$ cat config.mk
export PLATFORM = sky130hd
export DESIGN_NAME = ipbase_intf_axi_rd_adapter_simplified
export DESIGN_NICKNAME = d
export VERILOG_FILES = /design/src/rtl/ipbase_intf_axi_rd_adapter_simplified.sv
export SDC_FILE = /design/constraint.sdc
export NUM_CORES = 2
export LEC_CHECK = 0
export CAP_MARGIN = 20
export CORE_AREA = 4 4 442 444
export DETAILED_ROUTE_END_ITERATION = 8
export DIE_AREA = 0 0 446 448
export GPL_TIMING_DRIVEN = 0
export HOLD_SLACK_MARGIN = 0.08
export SYNTH_ARGS = -nofsm -noshare
export SYNTH_HDL_FRONTEND = slang
export SYNTH_SLANG_ARGS = --single-unit
$ cat constraint.sdc
create_clock -name sys_clk -period 11.54 [get_ports sys_clk]
set_input_delay 2.308 -clock sys_clk [delete_from_list [all_inputs] [get_ports sys_clk]]
set_output_delay 2.308 -clock sys_clk [all_outputs]
set_load 0.01 [all_outputs]
$ cat src/rtl/ipbase_intf_axi_rd_adapter_simplified.sv
// Command-to-AXI4 read adapter: splits a 1..256 beat read into 4 KB-safe AR bursts and returns data
// through a 2-entry skid buffer. Optional debug counters are enabled with IPBASE_AXI_RD_DFX_EN.
`timescale 1ns/1ps
module ipbase_intf_axi_rd_adapter_simplified #(
  parameter int DATA_WIDTH = 512,
  parameter int ADDR_WIDTH = 32,
  parameter int TLEN_WIDTH = 8
) (
  input  logic                  sys_clk,
  input  logic                  sys_rst_n,
  input  logic [ADDR_WIDTH-1:0] cmd_araddr,
  input  logic [TLEN_WIDTH-1:0] cmd_arlen,
  input  logic                  cmd_arvalid,
  output logic                  cmd_arready,
  output logic [DATA_WIDTH-1:0] cmd_rdata,
  output logic                  cmd_rlast,
  output logic                  cmd_rvalid,
  input  logic                  cmd_rready,
  output logic [ADDR_WIDTH-1:0] axi_araddr,
  output logic [7:0]            axi_arlen,
  output logic                  axi_arvalid,
  input  logic                  axi_arready,
  input  logic [DATA_WIDTH-1:0] axi_rdata,
  input  logic [1:0]            axi_rresp,
  input  logic                  axi_rlast,
  input  logic                  axi_rvalid,
  output logic                  axi_rready,
  output logic                  err_trig,
  output logic [31:0]           dfx_sta
);

  localparam int LINE_W = ADDR_WIDTH - 6;

  typedef enum logic [1:0] {
    ST_IDLE = 2'd0,
    ST_ADDR = 2'd1,
    ST_WAIT = 2'd2
  } state_e;

  state_e                state_q, state_d;
  logic                  alive_q;
  logic                  arvalid_q, arvalid_d;
  logic [LINE_W-1:0]     line_q, line_d;
  logic [8:0]            remaining_q, remaining_d;
  logic [8:0]            total_q, total_d;
  logic [8:0]            out_cnt_q, out_cnt_d;
  logic [DATA_WIDTH-1:0] buf_q [2];
  logic [DATA_WIDTH-1:0] buf_d [2];
  logic                  wr_ptr_q, wr_ptr_d;
  logic                  rd_ptr_q, rd_ptr_d;
  logic [1:0]            cnt_q, cnt_d;
  logic                  err_q, err_d;

  logic [5:0] room;
  logic [8:0] rem_m1;
  logic [7:0] ar_len;
  logic [8:0] burst_beats;
  logic       ar_hs, final_ar, r_push, r_pop, last_pop;

  // Sub-line address bits and the slave's burst-level rlast carry no information here.
  logic unused_in;
  assign unused_in = ^{axi_rlast, cmd_araddr[5:0]};

  // Burst length is capped by both the beats left and the lines left before the next 4 KB page.
  assign room        = 6'd63 - line_q[5:0];
  assign rem_m1      = remaining_q - 9'd1;
  assign ar_len      = (rem_m1 < {3'b000, room}) ? rem_m1[7:0] : {2'b00, room};
  assign burst_beats = {1'b0, ar_len} + 9'd1;

  assign axi_araddr  = {line_q, 6'd0};
  assign axi_arlen   = ar_len;
  assign axi_arvalid = arvalid_q;

  assign cmd_arready = alive_q && (state_q == ST_IDLE);
  assign axi_rready  = alive_q && (cnt_q != 2'd2);
  assign cmd_rvalid  = (cnt_q != 2'd0);
  assign cmd_rdata   = buf_q[rd_ptr_q];
  assign cmd_rlast   = cmd_rvalid && ((out_cnt_q + 9'd1) == total_q);
  assign err_trig    = err_q;

  assign ar_hs    = arvalid_q && axi_arready;
  assign final_ar = ar_hs && (remaining_q == burst_beats);
  assign r_push   = axi_rvalid && axi_rready;
  assign r_pop    = cmd_rvalid && cmd_rready;
  assign last_pop = r_pop && cmd_rlast;

  // NOTE: every signal driven here gets a default first so no path can infer a latch.
  always_comb begin
    state_d     = state_q;
    arvalid_d   = arvalid_q;
    line_d      = line_q;
    remaining_d = remaining_q;
    total_d     = total_q;
    out_cnt_d   = out_cnt_q;
    case (state_q)
      ST_IDLE: begin
        if (cmd_arvalid && cmd_arready) begin
          line_d      = cmd_araddr[ADDR_WIDTH-1:6];
          remaining_d = 9'(cmd_arlen) + 9'd1;
          total_d     = 9'(cmd_arlen) + 9'd1;
          out_cnt_d   = 9'd0;
          arvalid_d   = 1'b1;
          state_d     = ST_ADDR;
        end
      end
      ST_ADDR: begin
        if (ar_hs) begin
          line_d      = line_q + LINE_W'(burst_beats);
          remaining_d = remaining_q - burst_beats;
          if (final_ar) begin
            arvalid_d = 1'b0;
            state_d   = last_pop ? ST_IDLE : ST_WAIT;
          end
        end
      end
      ST_WAIT: begin
        if (last_pop) state_d = ST_IDLE;
      end
      default: state_d = ST_IDLE;
    endcase
    if (r_pop) out_cnt_d = last_pop ? 9'd0 : out_cnt_q + 9'd1;
  end

  always_comb begin
    buf_d    = buf_q;
    wr_ptr_d = wr_ptr_q;
    rd_ptr_d = rd_ptr_q;
    cnt_d    = cnt_q + {1'b0, r_push} - {1'b0, r_pop};
    if (r_push) begin
      buf_d[wr_ptr_q] = axi_rdata;
      wr_ptr_d        = ~wr_ptr_q;
    end
    if (r_pop) rd_ptr_d = ~rd_ptr_q;
    err_d = r_push && (axi_rresp != 2'b00);
  end

  // NOTE: sequential state uses non-blocking assignments only, so every flop samples pre-edge values.
  always_ff @(posedge sys_clk or negedge sys_rst_n) begin
    if (!sys_rst_n) begin
      state_q     <= ST_IDLE;
      alive_q     <= 1'b0;
      arvalid_q   <= 1'b0;
      line_q      <= '0;
      remaining_q <= '0;
      total_q     <= '0;
      out_cnt_q   <= '0;
      // NOTE: the data entries are reset because cmd_rdata must read zero during reset.
      buf_q[0]    <= '0;
      buf_q[1]    <= '0;
      wr_ptr_q    <= 1'b0;
      rd_ptr_q    <= 1'b0;
      cnt_q       <= '0;
      err_q       <= 1'b0;
    end else begin
      state_q     <= state_d;
      alive_q     <= 1'b1;
      arvalid_q   <= arvalid_d;
      line_q      <= line_d;
      remaining_q <= remaining_d;
      total_q     <= total_d;
      out_cnt_q   <= out_cnt_d;
      buf_q       <= buf_d;
      wr_ptr_q    <= wr_ptr_d;
      rd_ptr_q    <= rd_ptr_d;
      cnt_q       <= cnt_d;
      err_q       <= err_d;
    end
  end

`ifdef IPBASE_AXI_RD_DFX_EN
  logic        err_sticky_q, err_sticky_d;
  logic [7:0]  ar_cnt_q, ar_cnt_d;
  logic [15:0] rerr_cnt_q, rerr_cnt_d;

  always_comb begin
    err_sticky_d = err_sticky_q | err_d;
    ar_cnt_d     = (ar_hs && ar_cnt_q != 8'hFF) ? ar_cnt_q + 8'd1 : ar_cnt_q;
    rerr_cnt_d   = (err_d && rerr_cnt_q != 16'hFFFF) ? rerr_cnt_q + 16'd1 : rerr_cnt_q;
  end

  always_ff @(posedge sys_clk or negedge sys_rst_n) begin
    if (!sys_rst_n) begin
      err_sticky_q <= 1'b0;
      ar_cnt_q     <= '0;
      rerr_cnt_q   <= '0;
    end else begin
      err_sticky_q <= err_sticky_d;
      ar_cnt_q     <= ar_cnt_d;
      rerr_cnt_q   <= rerr_cnt_d;
    end
  end

  assign dfx_sta = {err_sticky_q, state_q, 5'd0, ar_cnt_q, rerr_cnt_q};
`else
  assign dfx_sta = 32'd0;
`endif

endmodule

---- Word-level counts from Yosys, hierarchy flattened ----
Cells that the tools add are included.
storage, ports and cells
  bits in registers ....................... 1086
  bits of input ports ..................... 561
  output and inout bits ................... 590
operators by class
  $add $sub $neg .......................... 9
  magnitude comparators ................... 4
  equality and inequality tests ........... 9
  mux-type cells .......................... 27
  bitwise gates (word level) .............. 4
  reductions and logical operators ........ 22
operators by type and width
  cell                 number
  $mux 512             4
  $bwmux 1024          1
  $demux 512 s1        1
  $mux 9               6
  $mux 26              2
  $pmux 26 s2          1
  $add 26x9->26        1
  $add 8x1->9 const B  2
  $eq 9x9->1           2
  $pmux 9 s2           1
  $logic_and 1x1->1    11
  $mux 2               5
  $reduce_bool 2->1    5
  $add 9x1->9 const B  1
  $lt 9x6->1           1
  $sub 9x1->9 const B  1
  $sub 9x9->9          1
  $mux 8               1
  $ne 2x2->1 const B   4
  $reduce_and 4->1     2
  $pmux 2 s3           1
  $sub 6x6->6 const A  1
  $ge 2x2->1 const B   2
  $not 1->2            2
  other kinds (12)     16

---- Depth between registers and ports, before layout ----
Gate-level depths: netlist of run 1.
  depth in word-level cells ............... 9
  gate-level depth with buffers ........... 25
  gate-level depth less buffers ........... 23

---- Worst setup path after synthesis of run 1 ----
No wires, ideal clock.
  path type ............................... reg-to-reg
  start ................................... reg remaining_q[0]
  end ..................................... reg line_q[20]
  library setup time ...................... 126 ps
  arrival ................................. 5320 ps
  setup slack ............................. 6094 ps
  cell stages (with the launch flop) ...... 25
  path buffers ............................ 1
  period minus slack after synthesis ...... 5446 ps
  cell sequence ........................... dfrtp_1 inv_1 ha_1 nor3b_1 xnor2_1 inv_1 ha_1 a21oi_1 o21ai_0 a2111oi_4 buf_6 mux2_4 inv_1 ha_1 nand2_1 nor3_1 nor2_1 mux2_4 ha_1 or3_1 or2_2 o21ai_0 a21o_1 nor3_1 o32a_1
on the way
  word-level cells in the longest chain between the ends .. 7
ends and longest elaborated chain
  item                    line  source
  start, declared         44    logic [8:0] remaining_q, remaining_d;
  start signal, assigned  159   remaining_q <= remaining_d;
  $sub 9x1->9 *           66    assign rem_m1 = remaining_q - 9'd1;
  $lt 9x6->1              67    assign ar_len = (rem_m1 < {3'b000, room}) ? rem_m1[7:0] : {2'b00, room};
  $mux 8 *                67
  net axi_arlen[0]        20    output logic [7:0] axi_arlen,
  $add 8x1->9 *           68    assign burst_beats = {1'b0, ar_len} + 9'd1;
  $add 26x9->26 *         108   line_d = line_q + LINE_W'(burst_beats);
  $mux 26 *               107   if (ar_hs) begin
  $pmux 26 s2 *           95    case (state_q)
  end signal, assigned    158   line_q <= line_d;
  end, declared           43    logic [LINE_W-1:0] line_q, line_d;
Mark *: on every way through the listed nets, which the timed path passes. The rest lies on a longest branch. The select of a mux whose other input is x is not followed.
A chain may end at the register's enable or synchronous reset.

---- Worst setup path in the final report of run 1 ----
  start ................................... reg remaining_q[0]
  end ..................................... out axi_arlen[0]
on the way
  word-level cells in the longest chain between the ends .. 3
ends and longest elaborated chain
  item           line
  $sub 9x1->9 *  66
  $lt 9x6->1     67
  $mux 8 *       67
  end, declared  20
Mark *: on every way between the ends. The rest lies on a longest branch, timed or not.

==> flow_summary.html, run 1 <==
<table>
<tr><th>Metric</th><th>Value</th></tr>
<tr><th colspan="2">Run status</th></tr>
<tr><td>Run status</td><td>complete, no violations</td></tr>
<tr><th colspan="2">STA</th></tr>
<tr><td>Endpoints failing setup</td><td>0</td></tr>
<tr><td>Final worst setup slack</td><td>4.59 ns</td></tr>
<tr><td>Number of hold violations in the final report</td><td>0</td></tr>
<tr><td>Layout Skew</td><td>0.0371 ns</td></tr>
<tr><td>Setup repair after global routing missed its margin</td><td>false</td></tr>
<tr><td>Max-slew violation count</td><td>0</td></tr>
<tr><td>Worst-margin pin slew</td><td>1.04 ns</td></tr>
<tr><td>Final period util</td><td>60.2%</td></tr>
<tr><td>Worst max-slew margin expressed relative to the limit</td><td>30.2%</td></tr>
<tr><td>Final critical delay including setup and external delays</td><td>6.95 ns</td></tr>
<tr><td>Achievable clock frequency</td><td>0.144 GHz</td></tr>
<tr><td>Final-layout worst hold slack</td><td>0.496 ns</td></tr>
<tr><td>Setup_tns</td><td>0 ns</td></tr>
<tr><th colspan="2">Routing</th></tr>
<tr><td>Count of antenna-violating nets left after detailed routing</td><td>0</td></tr>
<tr><td>Number of vias per cell</td><td>4.49</td></tr>
<tr><td>Routed WL per cell</td><td>24.9 microns</td></tr>
<tr><td>Iteration count of the initial detailed-routing pass</td><td>5</td></tr>
<tr><td>DRC</td><td>0</td></tr>
<tr><td>Routed wire length</td><td>182000 microns</td></tr>
<tr><td>Drt initial violations</td><td>1482</td></tr>
<tr><td>Vias after detailed routing</td><td>32.7k</td></tr>
<tr><th colspan="2">Setup path</th></tr>
<tr><td>Startpoint class of the critical path</td><td>register</td></tr>
<tr><td>WS Path Type</td><td>reg -&gt; out</td></tr>
<tr><td>CP Capture Type</td><td>primary output</td></tr>
<tr><td>Depth of the worst register-to-register path</td><td>25</td></tr>
<tr><td>Required time at the endpoint of the critical path</td><td>9.23 ns</td></tr>
<tr><td>Worst EP arrival</td><td>4.64 ns</td></tr>
<tr><td>Largest fanout of any net on the critical path</td><td>10</td></tr>
<tr><th colspan="2">Yosys</th></tr>
<tr><td>Synth async-reset ratio</td><td>100%</td></tr>
<tr><td>Number of enable-type register cells in the synthesized netlist</td><td>0</td></tr>
<tr><td>Number of distinct library cell variants in the gate-level netlist after synthesis</td><td>63</td></tr>
<tr><td>Area fraction of the dominant cell type after synthesis</td><td>55.9%</td></tr>
<tr><td>Register area share after synthesis</td><td>55.9%</td></tr>
<tr><td>Primary flip-flop cell chosen by synthesis mapping</td><td>sky130_fd_sc_hd__dfrtp_1</td></tr>
<tr><td>Area contributors post-synth</td><td>sky130_fd_sc_hd__dfrtp_1 (56%), sky130_fd_sc_hd__mux2_2 (36%), sky130_fd_sc_hd__clkbuf_1 (1.0%), sky130_fd_sc_hd__ha_1 (0.72%), sky130_fd_sc_hd__buf_4 (0.62%)</td></tr>
<tr><td>Cell area after technology mapping</td><td>48600 sq um</td></tr>
<tr><td>Number of warnings reported in the yosys synthesis log</td><td>0</td></tr>
<tr><td>Register bit count reported by yosys</td><td>1086</td></tr>
<tr><td>Number of cells produced by synthesis</td><td>3334</td></tr>
<tr><td>Cell accounting for the most synthesized area</td><td>sky130_fd_sc_hd__dfrtp_1</td></tr>
<tr><td>Avg Synthesized Cell Area</td><td>14.6 sq um</td></tr>
<tr><th colspan="2">Job</th></tr>
<tr><td>Number of maximum-capacitance violations</td><td>0</td></tr>
<tr><th colspan="2">Floorplanning</th></tr>
<tr><td>Initial cell density of the core</td><td>25.4%</td></tr>
<tr><td>Core area</td><td>192000 sq um</td></tr>
<tr><td>Overall die area</td><td>200000 sq um</td></tr>
<tr><td>Die width</td><td>446 microns</td></tr>
<tr><td>Die boundary height</td><td>448 microns</td></tr>
<tr><td>Number of rows created at floorplan</td><td>161</td></tr>
<tr><td>Boundary Pins</td><td>1151</td></tr>
<tr><th colspan="2">Final layout</th></tr>
<tr><td>Share of cells above drive strength 1</td><td>39.4%</td></tr>
<tr><td>Most frequent standard cell in the layout excluding fill and tap cells</td><td>sky130_fd_sc_hd__mux2_2</td></tr>
<tr><td>Commonest cells after routing, fill and taps aside</td><td>sky130_fd_sc_hd__mux2_2 (1538), sky130_fd_sc_hd__clkdlybuf4s50_1 (1102), sky130_fd_sc_hd__dfrtp_1 (1086), sky130_fd_sc_hd__clkbuf_1 (159), sky130_fd_sc_hd__clkbuf_16 (139)</td></tr>
<tr><td>Nets@finish</td><td>5216</td></tr>
<tr><td>Fill cells</td><td>18.7k</td></tr>
<tr><td>Area overhead of the layout relative to synthesis</td><td>39.6%</td></tr>
<tr><td>Final cell area excluding filler cells</td><td>67800 sq um</td></tr>
<tr><th colspan="2">Clock network</th></tr>
<tr><td>H-tree depth</td><td>4</td></tr>
<tr><td>Worst-case clock buffer depth</td><td>3</td></tr>
<tr><td>CTS Buf Count</td><td>132</td></tr>
<tr><td>Clock tree root buffer cell</td><td>sky130_fd_sc_hd__clkbuf_16</td></tr>
<tr><td>Clock slew at reported path FFs</td><td>0.06 ns</td></tr>
<tr><td>Hold buffers post-CTS</td><td>0</td></tr>
<tr><td>Clock tree from TritonCTS</td><td>done</td></tr>
<tr><td>Clock latency on the worst-skew pair</td><td>0.79 ns</td></tr>
<tr><td>Sink count of the clock tree</td><td>1086</td></tr>
<tr><td>PostCTS Resize Cnt</td><td>0</td></tr>
<tr><td>Count of buffers added by post-CTS timing repair for setup</td><td>0</td></tr>
<tr><th colspan="2">Worst hold path</th></tr>
<tr><td>Worst hold stages</td><td>1</td></tr>
<tr><td>Worst hold-check path type</td><td>reg -&gt; reg</td></tr>
<tr><th colspan="2">Global routing</th></tr>
<tr><td>GR Layer Usage met3</td><td>5.74%</td></tr>
<tr><td>Overflow after GRT</td><td>0</td></tr>
<tr><td>Number of antenna violations at the first check in global routing</td><td>60</td></tr>
<tr><td>Global-route track usage on met1</td><td>20.3%</td></tr>
<tr><td>Vias in the first global route</td><td>35.6k</td></tr>
<tr><td>First-pass GRT wire length</td><td>258000 microns</td></tr>
<tr><td>Met2 demand-to-capacity share in global routing</td><td>30.9%</td></tr>
<tr><td>Pin count of the biggest net entering global routing</td><td>179</td></tr>
<tr><td>Most utilized layer in the global route result</td><td>met2</td></tr>
<tr><td>All-Layer GR Usage</td><td>17.7%</td></tr>
<tr><th colspan="2">Place</th></tr>
<tr><td>Number of I/O port buffers</td><td>1103</td></tr>
<tr><td>GPL Wtd Cong</td><td>0.864</td></tr>
<tr><td>Post-DP HPWL</td><td>142000 microns</td></tr>
<tr><td>Post-placement worst setup slack</td><td>5.21 ns</td></tr>
<tr><td>Post-detailed-placement cell area</td><td>63200 sq um</td></tr>
<tr><th colspan="2">Pwr</th></tr>
<tr><td>Power density relative to cell area</td><td>321 nW/um^2</td></tr>
<tr><td>Peak supply drop</td><td>160 uV</td></tr>
<tr><td>Leakage power total</td><td>28.1 nW</td></tr>
</table>
==> Yosys cell counts (all sizes together) (3+ instances only) <==
cell and n:
nor3 23, mux2i 7, buf 100, a21boi 3, o22ai 3, mux2 1541
dfrtp 1086, or2 4, o21ai 29, or3 3, nand2b 4, nor2 41
xor2 18, a21o 6, nor3b 4, xnor2 30, nand3 34, a21oi 37
and3 4, nand2 75, nor2b 4, clkbuf 134, o21a 3, a211oi 5
o211ai 9, o31ai 6, nor4 10, a31oi 6, inv 30, ha 28
nand4 8, or4 3
==> cells by family after synthesis <==
family	synth area share, %
adders and majority gates	0.804
muxes	35.9
other	0.0155
DFF	55.9
xor gates and xnor gates	0.865
buffers and inverters	2.50
and+or+nand+nor	2.17
AOI/OAI and AO/OA	1.81
==> per-layer routing <==
layer	wire length, microns	up-vias
met4	5410	10
met1	70700	16900
met3	13000	266
met5	62	-
li1	-	14500
met2	92500	993
==> state kept, by name, summed over array words and instances, names as in the netlist, 2 cells and up <==
signal and cells:
buf_q 1024, total_q 9, state_q 2, out_cnt_q 9, cnt_q 2, line_q 26
remaining_q 9
==> final timing paths <==
check | from | slack, ns | end
max | remaining_q[0] | 4.59 | axi_arlen[0]
min | buf_q[182] | 0.50 | buf_q[182]
max reg2reg | remaining_q[0] | 5.11 | line_q[11]
min reg2reg | buf_q[182] | 0.50 | buf_q[182]
max in group asynchronous | sys_rst_n | 7.13 | buf_q[486]
min in group asynchronous | sys_rst_n | 1.52 | buf_q[244]
==> layout make-up <==
class	count	area (sq um)	area share (%)
multi-input cells	2026	20300	30.0
inverters	30	113	0.166
diodes	33	82.6	0.122
plain buffers	234	1110	1.63
clock inverters	38	508	0.749
clock buffers	196	3980	5.87
well taps	2526	3160	4.66
repair buffers	1115	11300	16.7
flip-flops and latches	1086	27200	40.1
==> through the flow <==
step,utilization [%],total power [mW],cells
5_1_grt,35.4,23.0,7274
6_report,35.4,21.7,7284
2_1_floorplan,-,12.2,3376
3_5_place_dp,33.0,17.6,7017
3_3_place_gp,32.9,17.5,7005
4_1_cts,35.4,22.0,7251
==> power breakdown <==
part / internal (mW) / switching (mW) / total (mW)
logic: 5.95 / 4.84 / 10.8
clock network: 2.59 / 1.70 / 4.29
registers: 5.73 / 0.930 / 6.66
==> critical path, stage by stage, from the launching register on <==
cell	delay (ns)
sky130_fd_sc_hd__dfrtp_1	0.45
sky130_fd_sc_hd__inv_1	0.13
sky130_fd_sc_hd__ha_1	0.25
sky130_fd_sc_hd__nor3b_1	0.28
sky130_fd_sc_hd__xnor2_1	0.25
sky130_fd_sc_hd__inv_1	0.13
sky130_fd_sc_hd__ha_1	0.31
sky130_fd_sc_hd__a21oi_1	0.15
sky130_fd_sc_hd__o21ai_0	0.18
sky130_fd_sc_hd__a2111oi_4	0.49
sky130_fd_sc_hd__buf_6	0.23
sky130_fd_sc_hd__mux2_4	0.33
sky130_fd_sc_hd__inv_1	0.08
sky130_fd_sc_hd__clkdlybuf4s50_1	0.60
No activity file was read; power rests on OpenSTA's default activity.
==> run 2: changes to the inputs <==
Clock period 11.54 ns to 6.1 ns, I/O delays scaled along.
==> run 2 against run 1 <==
  * Clock skew increased by 0.0016 ns
  * Sequential share of layout area about the same
  * Critical path depth increased by 11
  * Clock-buffer cell count unchanged
  * First-iteration DRC count decreased by 1.8%
  * Global-route usage about the same
  * Core utilization about the same
  * Critical path type is now reg -> reg
==> flow_summary.html, run 2 (synthesized netlist as in run 1, its figures left out) <==
<table>
<tr><th>Metric</th><th>Value</th></tr>
<tr><th colspan="2">Pwr</th></tr>
<tr><td>Leakage power total</td><td>28.1 nW (about the same)</td></tr>
<tr><td>Fraction of power consumed by the clock network</td><td>19.7% (about the same)</td></tr>
<tr><td>Part of the total power dissipated in sequential elements</td><td>30.6% (about the same)</td></tr>
<tr><td>Power density relative to cell area</td><td>607 nW/um^2 (+89%)</td></tr>
<tr><td>Sw Share</td><td>34.3% (about the same)</td></tr>
<tr><td>Peak supply drop</td><td>303 uV (+89%)</td></tr>
<tr><td>Net load switching power</td><td>14.1 mW (+89%)</td></tr>
<tr><td>Overall power after layout</td><td>41.2 mW (+89%)</td></tr>
<tr><td>Share of total power in combinational logic</td><td>49.7% (about the same)</td></tr>
<tr><td>Internal power</td><td>27.0 mW (+89%)</td></tr>
<tr><th colspan="2">Clock network</th></tr>
<tr><td>H-tree depth</td><td>4 (unchanged)</td></tr>
<tr><td>Clock latency on the worst-skew pair</td><td>0.79 ns (about the same)</td></tr>
<tr><td>Sink count of the clock tree</td><td>1086 (unchanged)</td></tr>
<tr><td>Clock tree root buffer cell</td><td>sky130_fd_sc_hd__clkbuf_16</td></tr>
<tr><td>Clock slew at reported path FFs</td><td>0.06 ns (about the same)</td></tr>
<tr><td>Worst-case clock buffer depth</td><td>3 (unchanged)</td></tr>
<tr><td>CTS Buf Count</td><td>132 (unchanged)</td></tr>
<tr><td>Clock tree from TritonCTS</td><td>done</td></tr>
<tr><th colspan="2">STA</th></tr>
<tr><td>Max-slew violation count</td><td>0 (unchanged)</td></tr>
<tr><td>Final critical delay including setup and external delays</td><td>5.77 ns</td></tr>
<tr><td>Endpoints failing setup</td><td>0 (unchanged)</td></tr>
<tr><td>Worst-margin pin slew</td><td>1.03 ns (-0.00851 ns)</td></tr>
<tr><td>Final period util</td><td>94.5%</td></tr>
<tr><td>Worst max-slew margin expressed relative to the limit</td><td>30.8% (+0.57 points)</td></tr>
<tr><td>Achievable clock frequency</td><td>0.173 GHz</td></tr>
<tr><td>Layout Skew</td><td>0.0387 ns (+0.00156 ns)</td></tr>
<tr><td>Final-layout worst hold slack</td><td>0.434 ns (-0.0614 ns)</td></tr>
<tr><td>Setup repair after global routing missed its margin</td><td>false</td></tr>
<tr><td>Number of hold violations in the final report</td><td>0 (unchanged)</td></tr>
<tr><th colspan="2">Setup path</th></tr>
<tr><td>Required time at the endpoint of the critical path</td><td>6.74 ns (-2.49 ns)</td></tr>
<tr><td>CP Capture Type</td><td>register</td></tr>
<tr><td>WS Path Type</td><td>reg -&gt; reg</td></tr>
<tr><td>Worst EP arrival</td><td>6.41 ns (+1.77 ns)</td></tr>
<tr><td>Startpoint class of the critical path</td><td>register</td></tr>
<tr><td>Largest fanout of any net on the critical path</td><td>10 (unchanged)</td></tr>
<tr><th colspan="2">Global routing</th></tr>
<tr><td>Number of antenna violations at the first check in global routing</td><td>60 (unchanged)</td></tr>
<tr><td>Overflow after GRT</td><td>0 (unchanged)</td></tr>
<tr><td>Pin count of the biggest net entering global routing</td><td>179 (unchanged)</td></tr>
<tr><td>Vias in the first global route</td><td>35.6k (+0.059%)</td></tr>
<tr><td>All-Layer GR Usage</td><td>17.7% (about the same)</td></tr>
<tr><td>First-pass GRT wire length</td><td>258000 microns (about the same)</td></tr>
<tr><th colspan="2">Floorplanning</th></tr>
<tr><td>Die width</td><td>446 microns (unchanged)</td></tr>
<tr><td>Core area</td><td>192000 sq um (unchanged)</td></tr>
<tr><td>Number of rows created at floorplan</td><td>161 (unchanged)</td></tr>
<tr><td>Initial cell density of the core</td><td>25.4% (unchanged)</td></tr>
<tr><td>Die boundary height</td><td>448 microns (unchanged)</td></tr>
<tr><td>Boundary Pins</td><td>1151 (unchanged)</td></tr>
<tr><td>Overall die area</td><td>200000 sq um (unchanged)</td></tr>
<tr><th colspan="2">Final layout</th></tr>
<tr><td>Share of cells above drive strength 1</td><td>39.7% (+0.26 points)</td></tr>
<tr><td>Flip-flop count of the largest register after layout</td><td>1024 (unchanged)</td></tr>
<tr><td>Fill cells</td><td>18.6k (-0.011%)</td></tr>
<tr><td>Nets@finish</td><td>5218 (+0.038%)</td></tr>
<tr><td>Largest registers in the final layout</td><td>buf_q (1024), line_q (26)</td></tr>
<tr><td>Utilization after layout</td><td>35.4% (about the same)</td></tr>
<tr><td>Reg with most FFs</td><td>buf_q</td></tr>
<tr><td>Most frequent standard cell in the layout excluding fill and tap cells</td><td>sky130_fd_sc_hd__mux2_2</td></tr>
<tr><td>Area overhead of the layout relative to synthesis</td><td>39.7% (about the same)</td></tr>
<tr><td>Commonest cells after routing, fill and taps aside</td><td>sky130_fd_sc_hd__mux2_2 (1538), sky130_fd_sc_hd__clkdlybuf4s50_1 (1102), sky130_fd_sc_hd__dfrtp_1 (1085), sky130_fd_sc_hd__clkbuf_1 (158), sky130_fd_sc_hd__clkbuf_16 (139)</td></tr>
<tr><th colspan="2">Run status</th></tr>
<tr><td>Run status</td><td>complete, no violations</td></tr>
<tr><th colspan="2">Routing</th></tr>
<tr><td>Iteration count of the initial detailed-routing pass</td><td>6 (+1)</td></tr>
<tr><td>Routed wire length</td><td>182000 microns (about the same)</td></tr>
<tr><td>Count of antenna-violating nets left after detailed routing</td><td>0 (unchanged)</td></tr>
<tr><td>Number of vias per cell</td><td>4.50 (about the same)</td></tr>
<tr><td>Vias after detailed routing</td><td>32.8k (+0.12%)</td></tr>
<tr><td>Drt initial violations</td><td>1456 (-1.8%)</td></tr>
<tr><td>DRC</td><td>0 (unchanged)</td></tr>
<tr><td>Routed WL per cell</td><td>24.9 microns (about the same)</td></tr>
<tr><th colspan="2">Place</th></tr>
<tr><td>Post-DP HPWL</td><td>142000 microns (unchanged)</td></tr>
<tr><td>Number of I/O port buffers</td><td>1103 (unchanged)</td></tr>
<tr><td>GPL Wtd Cong</td><td>0.864 (unchanged)</td></tr>
<tr><th colspan="2">Job</th></tr>
<tr><td>Number of maximum-capacitance violations</td><td>0 (unchanged)</td></tr>
<tr><th colspan="2">Worst hold path</th></tr>
<tr><td>Worst hold-check path type</td><td>in -&gt; async</td></tr>
</table>
==> run 2: cell types whose count changed in the layout (fill, tap and decap cells not counted), sizes merged <==
cell / delta
clkbuf: -1
buf: +3
diode: +2
==> run 2: cell type report <==
type                       instances  area (sq um)  share of cell area [%]
antenna                           35          87.6                   0.129
sequential                      1086         27200                    40.0
clock buffer                     196          3980                    5.87
timing repair buffer            1118         11400                    16.7
clock inverter                    38           508                   0.748
multi-input combinational       2026         20400                    30.0
buffer                           233          1100                    1.62
tap                             2526          3160                    4.66
inverter                          30           113                   0.166
==> run 2: per-layer routing <==
metal | wire (microns) | GRT usage (%) | up-vias
met5 | 62 | 0 | -
met2 | 92400 | 30.8 | 992
met4 | 5460 | 6.42 | 10
met1 | 70600 | 20.3 | 16900
met3 | 13200 | 5.76 | 268
li1 | - | - | 14600
==> run 2: per-stage QoR <==
| step | setup TNS (ns) | worst slack (ns) | cell area (sq um) | cells |
|---|---|---|---|---|
| 3_5_place_dp | -1.20 | -0.228 | 63200 | 7017 |
| 2_1_floorplan | 0 | 0.654 | 48700 | 3376 |
| 3_3_place_gp | - | -46.25 | 62900 | 7005 |
| 4_1_cts | -0.0557 | -0.0392 | 67700 | 7252 |
| 5_1_grt | 0 | 0.0387 | 67900 | 7277 |
| 6_report | 0 | 0.334 | 67900 | 7288 |
==> run 2: worst paths after layout <==
| kind | start | end | slack, ns | cells past startpoint |
|---|---|---|---|---|
| setup / recovery | remaining_q[0] | line_q[20] | 0.33 | 24 |
| hold reg to reg | buf_q[182] | buf_q[182] | 0.50 | 1 |
| min in group sys_clk | buf_q[182] | buf_q[182] | 0.50 | 1 |
| setup reg to reg | remaining_q[0] | line_q[20] | 0.33 | 24 |
| max in group asynchronous | sys_rst_n | buf_q[486] | 2.76 | 4 |
| hold / removal | sys_rst_n | buf_q[249] | 0.43 | 1 |
==> run 2: critical path, cell delays in order, from the launching register on <==
cell,delay (ns)
sky130_fd_sc_hd__dfrtp_1,0.45
sky130_fd_sc_hd__inv_1,0.13
sky130_fd_sc_hd__ha_2,0.25
sky130_fd_sc_hd__nor3b_4,0.23
sky130_fd_sc_hd__xnor2_2,0.17
sky130_fd_sc_hd__inv_1,0.11
sky130_fd_sc_hd__ha_1,0.31
sky130_fd_sc_hd__a21oi_1,0.15
sky130_fd_sc_hd__o21ai_0,0.18
sky130_fd_sc_hd__a2111oi_4,0.42
sky130_fd_sc_hd__buf_6,0.22
sky130_fd_sc_hd__mux2_4,0.33
sky130_fd_sc_hd__inv_1,0.08
sky130_fd_sc_hd__ha_2,0.25
sky130_fd_sc_hd__nand2_1,0.07
sky130_fd_sc_hd__nor3_1,0.18
sky130_fd_sc_hd__nor2_1,0.12
sky130_fd_sc_hd__mux2_4,0.28
sky130_fd_sc_hd__ha_1,0.24
sky130_fd_sc_hd__or3_1,0.35
sky130_fd_sc_hd__or2_2,0.30
sky130_fd_sc_hd__o21ai_2,0.17
sky130_fd_sc_hd__a21o_2,0.24
sky130_fd_sc_hd__nor3_1,0.08
sky130_fd_sc_hd__o32a_1,0.32
==> run 2: repair_timing <==
item	in CTS	in global routing
pin swaps	2	3
setup buffers	1	2
endpoints found under the setup margin	10	15
resized for setup	1	12
hold endpoints to repair	0	0
hold buffers	0	0
==> run 2: power groups by stage <==
stage	sequential [mW]	combinational, mW	clock (mW)
final	12.6	20.5	8.12
after detailed placement	12.7	20.6	0
after global placement	12.7	20.4	0
after floorplan	12.1	10.9	0
after global routing	13.0	21.9	8.65
after CTS	12.6	20.7	8.39
